File: src/rtl/ahb_pkg.sv
// ahb_pkg -- shared AHB definitions for the slave-response path.
//   * HTRANS and HRESP encodings
//   * DSEL_DEFAULT: data-phase select value that routes to the default slave
//   * default-slave FSM state type
//   * is_active(): true for the transfer types that require a response
package ahb_pkg;

  typedef enum logic [1:0] {
    HTRANS_IDLE   = 2'b00,
    HTRANS_BUSY   = 2'b01,
    HTRANS_NONSEQ = 2'b10,
    HTRANS_SEQ    = 2'b11
  } htrans_e;

  typedef enum logic [1:0] {
    HRESP_OKAY  = 2'b00,
    HRESP_ERROR = 2'b01,
    HRESP_RETRY = 2'b10,
    HRESP_SPLIT = 2'b11
  } hresp_e;

  // Slots 0..3 are the real slaves; this value selects the default slave.
  localparam logic [2:0] DSEL_DEFAULT = 3'd4;

  typedef enum logic [1:0] {
    DS_IDLE = 2'b00,
    DS_ERR1 = 2'b01,
    DS_ERR2 = 2'b10
  } ds_state_e;

  // IDLE and BUSY carry no data, so they are never answered with ERROR.
  function automatic logic is_active(input logic [1:0] htrans);
    return (htrans == HTRANS_NONSEQ) || (htrans == HTRANS_SEQ);
  endfunction

endpackage : ahb_pkg

File: src/rtl/ahb_default_slave.sv
// ahb_default_slave -- answers active transfers to unpopulated slots with
// the two-cycle AHB ERROR response (one wait state, then ERROR with ready).
// Ports:
//   hclk    in   system clock
//   hreset  in   asynchronous active-high reset
//   start   in   an accepted address phase is an active transfer to a
//                masked slot (already qualified with hready)
//   hready  out  default-slave ready
//   hresp   out  default-slave response
module ahb_default_slave
  import ahb_pkg::*;
(
  input  logic       hclk,
  input  logic       hreset,
  input  logic       start,
  output logic       hready,
  output logic [1:0] hresp
);

  ds_state_e state_q;
  ds_state_e state_d;

  // NOTE: sequential state uses non-blocking assignments so every register
  // samples the pre-edge values, independent of block ordering.
  always_ff @(posedge hclk or posedge hreset) begin
    if (hreset) begin
      state_q <= DS_IDLE;
    end else begin
      state_q <= state_d;
    end
  end

  // NOTE: every combinational output gets a default first, so no path
  // through the case can leave it unassigned and infer a latch.
  always_comb begin
    state_d = state_q;
    case (state_q)
      DS_IDLE: if (start) state_d = DS_ERR1;
      DS_ERR1: state_d = DS_ERR2;
      // A new masked active transfer accepted in ERR2 chains straight into
      // the next error response with no IDLE gap.
      DS_ERR2: state_d = start ? DS_ERR1 : DS_IDLE;
      default: state_d = DS_IDLE;
    endcase
  end

  always_comb begin
    hready = 1'b1;
    hresp  = HRESP_OKAY;
    case (state_q)
      DS_ERR1: begin
        hready = 1'b0;
        hresp  = HRESP_ERROR;
      end
      DS_ERR2: hresp = HRESP_ERROR;
      default: ;
    endcase
  end

endmodule : ahb_default_slave

File: src/rtl/ahb_mux.sv
// ahb_mux -- AHB response multiplexer for a four-slave fabric.
// Registers the address-phase slave select into the data phase and routes
// that slave's read data, ready and response back to the master. Slots with
// a clear SLAVE_MASK bit are served by the integrated default slave.
// Parameters:
//   DATA_WIDTH  read data width
//   SLAVE_MASK  bit i set = slave i+1 populated
// Ports:
//   hclk, hreset             clock, asynchronous active-high reset
//   sel, htrans              address-phase slave index and transfer type
//   hrdata_N, hreadyout_N,
//   hresp_N  (N = 1..4)      slave responses
//   hrdata, hready, hresp    response to the master (hready also gates the
//                            data-phase select register)
module ahb_mux
  import ahb_pkg::*;
#(
  parameter int         DATA_WIDTH = 32,
  parameter logic [3:0] SLAVE_MASK = 4'b1111
) (
  input  logic                  hclk,
  input  logic                  hreset,
  input  logic [1:0]            sel,
  input  logic [1:0]            htrans,
  input  logic [DATA_WIDTH-1:0] hrdata_1,
  input  logic [DATA_WIDTH-1:0] hrdata_2,
  input  logic [DATA_WIDTH-1:0] hrdata_3,
  input  logic [DATA_WIDTH-1:0] hrdata_4,
  input  logic                  hreadyout_1,
  input  logic                  hreadyout_2,
  input  logic                  hreadyout_3,
  input  logic                  hreadyout_4,
  input  logic [1:0]            hresp_1,
  input  logic [1:0]            hresp_2,
  input  logic [1:0]            hresp_3,
  input  logic [1:0]            hresp_4,
  output logic [DATA_WIDTH-1:0] hrdata,
  output logic                  hready,
  output logic [1:0]            hresp
);

  logic [2:0] dsel;
  logic       dact;
  logic [2:0] dsel_d;
  logic       act_d;
  logic       ds_start;
  logic       ds_hready;
  logic [1:0] ds_hresp;

  assign act_d    = is_active(htrans);
  assign dsel_d   = SLAVE_MASK[sel] ? {1'b0, sel} : DSEL_DEFAULT;
  // sel/htrans only reach registers, never the outputs directly.
  assign ds_start = hready && act_d && (dsel_d == DSEL_DEFAULT);

  // The data-phase select freezes while the current data phase is stalled.
  always_ff @(posedge hclk or posedge hreset) begin
    if (hreset) begin
      dsel <= DSEL_DEFAULT;
      dact <= 1'b0;
    end else if (hready) begin
      dsel <= dsel_d;
      dact <= act_d;
    end
  end

  ahb_default_slave u_default_slave (
    .hclk   (hclk),
    .hreset (hreset),
    .start  (ds_start),
    .hready (ds_hready),
    .hresp  (ds_hresp)
  );

  always_comb begin
    hrdata = '0;
    hready = 1'b1;
    hresp  = HRESP_OKAY;
    case (dsel)
      3'd0: begin
        hrdata = hrdata_1;
        hready = hreadyout_1;
        hresp  = hresp_1;
      end
      3'd1: begin
        hrdata = hrdata_2;
        hready = hreadyout_2;
        hresp  = hresp_2;
      end
      3'd2: begin
        hrdata = hrdata_3;
        hready = hreadyout_3;
        hresp  = hresp_3;
      end
      3'd3: begin
        hrdata = hrdata_4;
        hready = hreadyout_4;
        hresp  = hresp_4;
      end
      default: begin
        // Default slot: an inactive transfer gets a zero-wait OKAY; the FSM
        // is idle in that case anyway, dact just makes the intent explicit.
        if (dact) begin
          hready = ds_hready;
          hresp  = ds_hresp;
        end
      end
    endcase
  end

endmodule : ahb_mux

File: config.mk
export PLATFORM = sky130hd
export DESIGN_NAME = ahb_mux
export DESIGN_NICKNAME = d
export VERILOG_FILES = /design/src/rtl/ahb_pkg.sv /design/src/rtl/ahb_default_slave.sv /design/src/rtl/ahb_mux.sv
export SDC_FILE = /design/constraint.sdc
export NUM_CORES = 1
export LEC_CHECK = 0
export ABC_AREA = 1
export BUFFER_PORTS_ARGS = -buffer_cell sky130_fd_sc_hd__clkbuf_2
export CAP_MARGIN = 20
export CORE_AREA = 2 2 70 72
export CTS_CLUSTER_SIZE = 28
export DETAILED_ROUTE_END_ITERATION = 16
export DIE_AREA = 0 0 72 74
export HOLD_SLACK_MARGIN = 0.06
export PLACE_DENSITY = 0.77
export REMOVE_ABC_BUFFERS = 1
export SYNTH_ARGS = -nofsm -noshare
export SYNTH_HDL_FRONTEND = slang
export SYNTH_HIERARCHICAL = 1
export SYNTH_SLANG_ARGS = --single-unit
File: constraint.sdc
create_clock -name hclk -period 4.1 [get_ports hclk]
set_clock_uncertainty 0.1 [all_clocks]
set_input_delay 0.615 -clock hclk [delete_from_list [all_inputs] [get_ports hclk]]
set_output_delay 0.615 -clock hclk [all_outputs]
set_load 0.05 [all_outputs]
# == Word-level counts from Yosys, hierarchy flattened ==
# Index checks and enable logic that the tools add are counted.
# totals
reg_bits,6
latchBits,0
mem_bits_rw,0
mem_bits_ro,0
word_cells,32
mem_count,0
# classes
n_addsub,0
multipliers,0
n_div,0
magnitude_cmp,1
n_eq_ne,9
n_shift,0
mux,13
bitwise_logic,0
n_reduce_logical,6
# ops
cell,n
32-bit case mux with 4 select lines,1
2-bit case mux with 4 select lines,1
2-bit == test (second input constant),3
3-bit by 2-bit == test with 1-bit output (second input constant),2
2-bit case mux with 3 select lines,1
1-bit two-way mux,5
2-bit two-way mux,2
1-bit case mux with 4 select lines,1
3-bit by 1-bit == test with 1-bit output (second input constant),1
3-bit == test (second input constant),1
3-bit logical NOT,1
2-bit by 3-bit < comparator with 1-bit output (second input constant),1
3-bit two-way mux,1
1-bit binary-select mux with 2-bit select,1
2-bit by 1-bit == test with 1-bit output (second input constant),1
1-bit logical AND,2
2-bit logical NOT,1
2-bit by 1-bit inequality test with 1-bit output (second input constant),1
2-bit OR reduction,1
1-bit logical OR,1

# == Logic depth before layout (Yosys ltp) ==
# Gate-level depths: netlist (run 1).
# depth
depth_word,8
depth_mapped,8
mapped_depth_nobuf,7

# == Hierarchy ==
# Netlist (run 1), hierarchy kept.
# modules_own_cells
module,instances,cells_each,area_each_um2
ahb_mux,1,197,1143.6
ahb_default_slave,1,25,188.9

# == Least setup slack after synthesis (run 1) ==
# No wires, ideal clock.
# synth_timing
kind,register to output
start,register dsel[2]
end,output port hrdata[0]
arrival_time_ns,1.543
required_time_ns,3.385
setup_slack_ns,1.842
path_stages_with_launch,7
cell_sequence,dfstp_2 > buf_2 > nor2_2 > buf_4 > buf_4 > nand3_1 > nand3_1
# synth_between
elab_chain_len,2
# synth_lines
item,line,rtl
from (decl),ahb_mux.sv:42,logic [2:0] dsel;
from (signal assigned),ahb_mux.sv:61,dsel <= dsel_d;
3-bit by 2-bit == test with 1-bit output (tied with other cells),ahb_mux.sv:78,case (dsel)
32-bit case mux with 4 select lines *,ahb_mux.sv:78,
to (decl),ahb_mux.sv:37,"output logic [DATA_WIDTH-1:0] hrdata,"
# Every way passes the cells marked *; elsewhere a longest branch is shown, timed or not.

# == Final worst setup path (run 1) ==
# layout_timing
start,register dsel[1]
end,output port hresp[0]
# layout_between
elab_chain_len,2
# layout_lines
item,line,rtl
3-bit by 2-bit == test with 1-bit output (tied with other cells),ahb_mux.sv:78,
2-bit case mux with 4 select lines *,ahb_mux.sv:78,
to (decl),ahb_mux.sv:39,output logic [1:0] hresp
# Marks and branches as above.

==> impl_metrics.csv, run 1 <==
group,metric,value,unit
outcome,status,"complete, no violations",
timing,finalHoldViolCount,0,
logic_synthesis,syn_avg_cell_area,6.00,µm²
logic_synthesis,synth.area.top_cells,"nand3_1 (41%), a22oi_1 (18%), dfrtp_1 (9.4%)",
timing,timing.final.ws_setup,1.10,ns
clocking,numCtsBuffers,3,
detailed_routing,detail_route.drc_violations,0,
finish,filler_cell_count,458,
placement,cells_after_dpl,438,
critical_path,worst_setup_path_end_kind,"output port",
floorplanning,die-height,74,µm
finish,synthToLayoutAreaGrowth,76.4,%
detailed_routing,drt_first_pass_iters,4,
detailed_routing,wirelength,5860,µm
timing,drv_slew,0,
detailed_routing,vias,2274,
logic_synthesis,sequential_cell_area_fraction_in_the_yosys_report,11.4,%
placement,detailed_place_hpwl,4670,µm
floorplanning,row_count,25,
hold_path,holdCritPathClass,"primary input to async pin",
clocking,ctsLongestPathBuffers,2,
critical_path,setup.worst_path.class,"register to output port",
clocking,clock_insertion_delay_worst_skew,0.22,ns
clocking,worst_setup_hold_path_clk_slew,0.04,ns
logic_synthesis,synth-seq-cells,6,
floorplanning,die_area,0.00533,mm²
placement,gp_congestion,0.810,
clocking,cts_root_cell,"clkbuf_8",
finish,final_core_util,51.1,%
clocking,ctsHtreeMaxLevel,1,
power_and_ir_drop,seq_power_share,5.7,%
critical_path,timing.rr.end,"dsel[0]",
critical_path,cp-endpoint,"hresp[0]",
critical_path,reg2regPathDepth,8,
global_routing,number_of_global_route_vias_before_repair,1935,
timing,final.setup.tns,0,ns
power_and_ir_drop,p_leak,0.00135,µW
clocking,cts-hold-fix-buffers,0,
clocking,tritoncts_num_sinks,6,
detailed_routing,vias_per_cell,5.13,
power_and_ir_drop,power_switching,1580,µW
logic_synthesis,synth_top_family_by_area,"simple AND/OR/NAND/NOR gates",
floorplanning,core,0.00460,mm²
logic_synthesis,yosysWarnings,6,
critical_path,timing.critical_path.from,"dsel[1]",
placement,numPortBuffers,179,
placement,dp_slack,1.32,ns
detailed_routing,routedWlPerCell,13.2,µm
power_and_ir_drop,share_clk_of_total_power,3.9,%
clocking,clock_tree_from_tritoncts,"built",
finish,layout.cells.most_common_list,"clkbuf_2 (174), nand3_1 (109), a22oi_1 (32), nand2_1 (21), inv_1 (12)",
logic_synthesis,post_synth_and_or_nand_nor_area_fraction,52.8,%
global_routing,overflow,0,
run,drv.max_cap_violation_count,0,
logic_synthesis,synthAdderAreaFrac,4.69,%
clocking,post_cts_resize_count,0,
logic_synthesis,synthXorXnorAreaFrac,0,%
floorplanning,start_util,29.0,%
global_routing,grt_antenna_before_repair,1,
global_routing,maximum_number_of_pins_on_one_net_before_global_route_repair,39,
finish,layout_commonest_cell,"clkbuf_2",
finish,final_net_count,540,
critical_path,timing.critical_path.arrival,2.28,ns
logic_synthesis,synth.largest_area_cell,"nand3_1",
critical_path,rr_startpoint,"dsel[0]",
detailed_routing,detail-route-antenna-nets,0,
timing,finalWorstPathRequiredPeriod,3.00,ns
power_and_ir_drop,vdd.ir_drop.worst,0.442,mV
power_and_ir_drop,netSwitchingFraction,68.6,%
timing,worst-slew-pin-transition,0.758,ns
power_and_ir_drop,power_dens_cells,978,mW/mm²
floorplanning,die_width,72,µm
timing,fmax,334,MHz
finish,post-route-cell-area,0.00235,mm²
logic_synthesis,muxShareOfSynthArea,0,%
power_and_ir_drop,power.share.combinational,90.3,%
logic_synthesis,yosys.area.top_type_share,40.9,%
finish,share_of_final_layout_standard_cells_stronger_than_drive_strength_1,50.0,%
placement,dpl_cell_area,0.00230,mm²
critical_path,endpoint_required_time_on_the_critical_path,3.38,ns
critical_path,critPathMaxFanout,38,
global_routing,grt_first_pass_wirelength,8400,µm
timing,finalSetupViolCount,0,
detailed_routing,drt_first_iter_violations,140,
finish,finish.cell_count_without_fillers,443,
logic_synthesis,synthesized_cell_area,0.00133,mm²
logic_synthesis,synthDistinctLibCells,19,
timing,slew_headroom,49.4,%
logic_synthesis,synthCells,222,
clocking,cts_setup_buffers,0,
critical_path,worst_setup_path_start_kind,"register",
timing,post-route-period-util,73.1,%
logic_synthesis,compound_gate_portion_of_the_synthesized_area,18.4,%
floorplanning,io_pins,181,
timing,grt_setup_unrepaired,"no",
critical_path,reg2reg_slack,2.16,ns
global_routing,track_usage,19.4,%
power_and_ir_drop,p_int,722,µW
==> stage by stage <==
stage                     total power (µW)  hold WS [ns]
after floorplan                       1590         0.256
after global placement                2200         0.356
after detailed placement              2220         0.362
after CTS                             2310         0.127
after global routing                  2450         0.133
final                                 2300         0.130
==> flip-flops by register name (all words and copies together), names as in the netlist <==
signal	flops
dsel	3
dact	1
u_default_slave/state_q	2
==> layout make-up <==
class / instances / area (µm²) / share of cell area [%]
multi-input cells: 180 / 1020 / 43.5
repair buffers: 184 / 1010 / 42.9
flip-flops and latches: 6 / 151 / 6.44
well taps: 54 / 67.6 / 2.87
inverters: 14 / 52.6 / 2.24
clock buffers: 4 / 45.0 / 1.92
diodes: 1 / 2.50 / 0.106
==> per-layer routing <==
| metal | routed length [µm] | global-route usage (%) | vias to the layer above |
|---|---|---|---|
| li1 | - | - | 1147 |
| met1 | 2270 | 23.3 | 984 |
| met2 | 2990 | 36.1 | 137 |
| met3 | 499 | 2.71 | 6 |
| met4 | 97 | 5.24 | 0 |
| met5 | 0 | 0 | - |
==> power groups by stage <==
stage	registers [µW]	logic, µW	clock network (µW)
2_1_floorplan	141	1450	0
3_3_place_gp	131	2070	0
3_5_place_dp	132	2090	0
4_1_cts	132	2090	93.5
5_1_grt	138	2220	95.5
6_report	132	2080	90.4
==> synth_stat cells, drive strengths merged <==
cell type	number
conb	2
dfrtp	5
dfstp	1
nor2	3
ha	5
nand3	109
nor3	3
clkbuf	6
a22oi	32
buf	16
nand4	4
nand2	21
o21ai	1
inv	14
==> worst min path at each step <==
stage	end	slack (ns)
final	u_default_slave/state_q[0]	0.13
after global routing	u_default_slave/state_q[1]	0.13
after CTS	u_default_slave/state_q[1]	0.13
after detailed placement	u_default_slave/state_q[1]	0.36
after global placement	u_default_slave/state_q[0]	0.36
after floorplan	u_default_slave/state_q[0]	0.26
==> critical path: stages (launching register included) <==
cell and delay, ns:
dfrtp_1 0.45, nor2_4 0.61, buf_4 0.43, nand3_1 0.11, nand2_1 0.07, inv_1 0.04
nand4_1 0.06, clkbuf_2 0.28
==> cells by family (layout without fill, tap and decap cells) <==
family                   Yosys count  after routing
AND/OR/NAND/NOR                  140            140
other                              2              3
adder cells (fa/ha/maj)            5              5
AO/OA/AOI/OAI                     33             33
buffers and inverters             36            202
flip-flops                         6              6
(Power assumes the default switching activity.)
==> run 2, diff against run 1 <==
Clock period 4.1 ns to 3 ns, I/O delays scaled along.
==> impl_metrics.csv, run 2 (synthesis results as in run 1) <==
group,metric,value,unit
detailed_routing,wl_met3,534,µm
detailed_routing,detail-route-antenna-nets,0,
floorplanning,io_pins,181,
finish,largest_register_ff_count,3,
placement,dpl_cell_area,0.00233,mm²
detailed_routing,vias_per_cell,5.10,
hold_path,holdCritPathClass,"primary input to register",
global_routing,grt_antenna_before_repair,0,
placement,numPortBuffers,179,
global_routing,track_usage,19.7,%
timing,fmax,395,MHz
timing,grt_setup_unrepaired,"no",
finish,finish.cell_count_without_fillers,447,
finish,layout_commonest_cell,"clkbuf_2",
floorplanning,core,0.00460,mm²
power_and_ir_drop,power_dens_cells,1340,mW/mm²
timing,finalSetupViolCount,0,
global_routing,number_of_global_route_vias_before_repair,1889,
placement,gp_congestion,0.873,
clocking,worst_setup_hold_path_clk_slew,0.04,ns
outcome,status,"complete, no violations",
detailed_routing,dr_wl_met2,3140,µm
critical_path,worst_setup_path_end_kind,"output port",
timing,post-route-period-util,84.3,%
floorplanning,die_width,72,µm
detailed_routing,route.top_layer_used,"met4",
timing,fin_hold_ws,0.319,ns
critical_path,endpoint_required_time_on_the_critical_path,2.45,ns
floorplanning,row_count,25,
detailed_routing,routedWlPerCell,13.4,µm
clocking,clock_tree_from_tritoncts,"built",
detailed_routing,wirelength,5990,µm
finish,post-route-cell-area,0.00239,mm²
run,drv.max_cap_violation_count,0,
critical_path,critPathMaxFanout,38,
global_routing,maximum_number_of_pins_on_one_net_before_global_route_repair,39,
clocking,tritoncts_num_sinks,6,
clocking,cts_root_cell,"clkbuf_8",
critical_path,setup.worst_path.class,"register to output port",
clocking,clock_insertion_delay_worst_skew,0.22,ns
finish,final_core_util,51.9,%
finish,final_net_count,545,
floorplanning,start_util,29.0,%
finish,registers.top_by_ff_count,"dsel",
detailed_routing,drt_first_pass_iters,4,
clocking,ctsHtreeMaxLevel,1,
finish,synthToLayoutAreaGrowth,79.2,%
finish,num_antenna_cells,0,
timing,finalHoldViolCount,0,
finish,layout_top_registers,"dsel: 3 flops, u_default_slave/state_q: 2 flops, dact: 1 flops",
power_and_ir_drop,vdd.ir_drop.worst,0.617,mV
critical_path,timing.critical_path.arrival,1.98,ns
clocking,ctsLongestPathBuffers,2,
critical_path,worst_setup_path_start_kind,"register",
floorplanning,die_area,0.00533,mm²
timing,drv_slew,0,
finish,share_of_final_layout_standard_cells_stronger_than_drive_strength_1,50.4,%
global_routing,overflow,0,
detailed_routing,drt_first_iter_violations,112,
power_and_ir_drop,p_leak,0.00137,µW
placement,cells_after_dpl,442,
placement,detailed_place_hpwl,4830,µm
detailed_routing,detail_route.drc_violations,0,
detailed_routing,wl_met1,2290,µm
floorplanning,die-height,74,µm
finish,layout.cells.most_common_list,"clkbuf_2 (174), nand3_1 (109), a22oi_1 (32), nand2_1 (21), inv_1 (12)",
detailed_routing,vias,2281,
timing,finalWorstPathRequiredPeriod,2.53,ns
global_routing,grt_first_pass_wirelength,8510,µm
clocking,numCtsBuffers,3,
-- run 2: cell count changes in the layout (fill, tap and decap cells not counted) --
| cell | delta |
|---|---|
| diode_2 | -1 |
| buf_4 | +4 |
| dlygate4sd3_1 | +1 |
-- run 2: layout make-up --
| type | instances | area (µm²) |
|---|---|---|
| Clock buffer | 4 | 45.0 |
| Multi-Input combinational cell | 180 | 1020 |
| Sequential cell | 6 | 151 |
| Timing Repair Buffer | 189 | 1050 |
| Inverter | 14 | 52.6 |
| Fill cell | 436 | 2210 |
| Tap cell | 54 | 67.6 |
-- run 2: worst max-delay path, stage by stage, from the launching register on --
cell and delay [ns]:
dfstp_2 0.65, nor2_4 0.06, buf_4 0.25, nand3_1 0.11
nand2_1 0.06, nor2_1 0.21, nand2_1 0.15, clkbuf_2 0.26
-- run 2: worst paths after layout --
kind | from | to | slack [ns] | cells past startpoint
max | dsel[2] | hready | 0.47 | 7
min | sel[1] | dsel[1] | 0.32 | 3
max reg2reg | dsel[2] | dsel[0] | 1.15 | 8
min reg2reg | dact | dsel[2] | 0.46 | 2
max in group asynchronous | hreset | dsel[2] | 2.01 | 3
min in group asynchronous | hreset | u_default_slave/state_q[1] | 0.53 | 3
-- run 2: through the flow --
stage | power, µW | worst slack, ns | TNS, ns
5_1_grt | 3400 | 0.344 | 0
3_5_place_dp | 3080 | 0.705 | 0
2_1_floorplan | 2180 | -0.199 | -6.75
6_report | 3190 | 0.472 | 0
4_1_cts | 3210 | 0.461 | 0
3_3_place_gp | 3040 | 0.735 | 0
-- run 2: repair_timing --
action / 4_1_cts / 5_1_grt
gates resized for setup: 0 / 0
buffers inserted: 0 / 0
endpoints found under the hold margin: 5 / 0
setup endpoints to repair: 0 / 0
hold buffers: 1 / 0
-- run 2: report_power, final --
group	switching, µW	internal (µW)
clock	34.6	91.3
sequential	49.1	114
combinational	2090	815
-- run 2: routing by layer --
metal / vias up / global-route usage [%]
li1: 1155 / -
met1: 1000 / 22.9
met2: 124 / 38.6
met3: 2 / 3.39
met4: 0 / 2.52
met5: - / 0
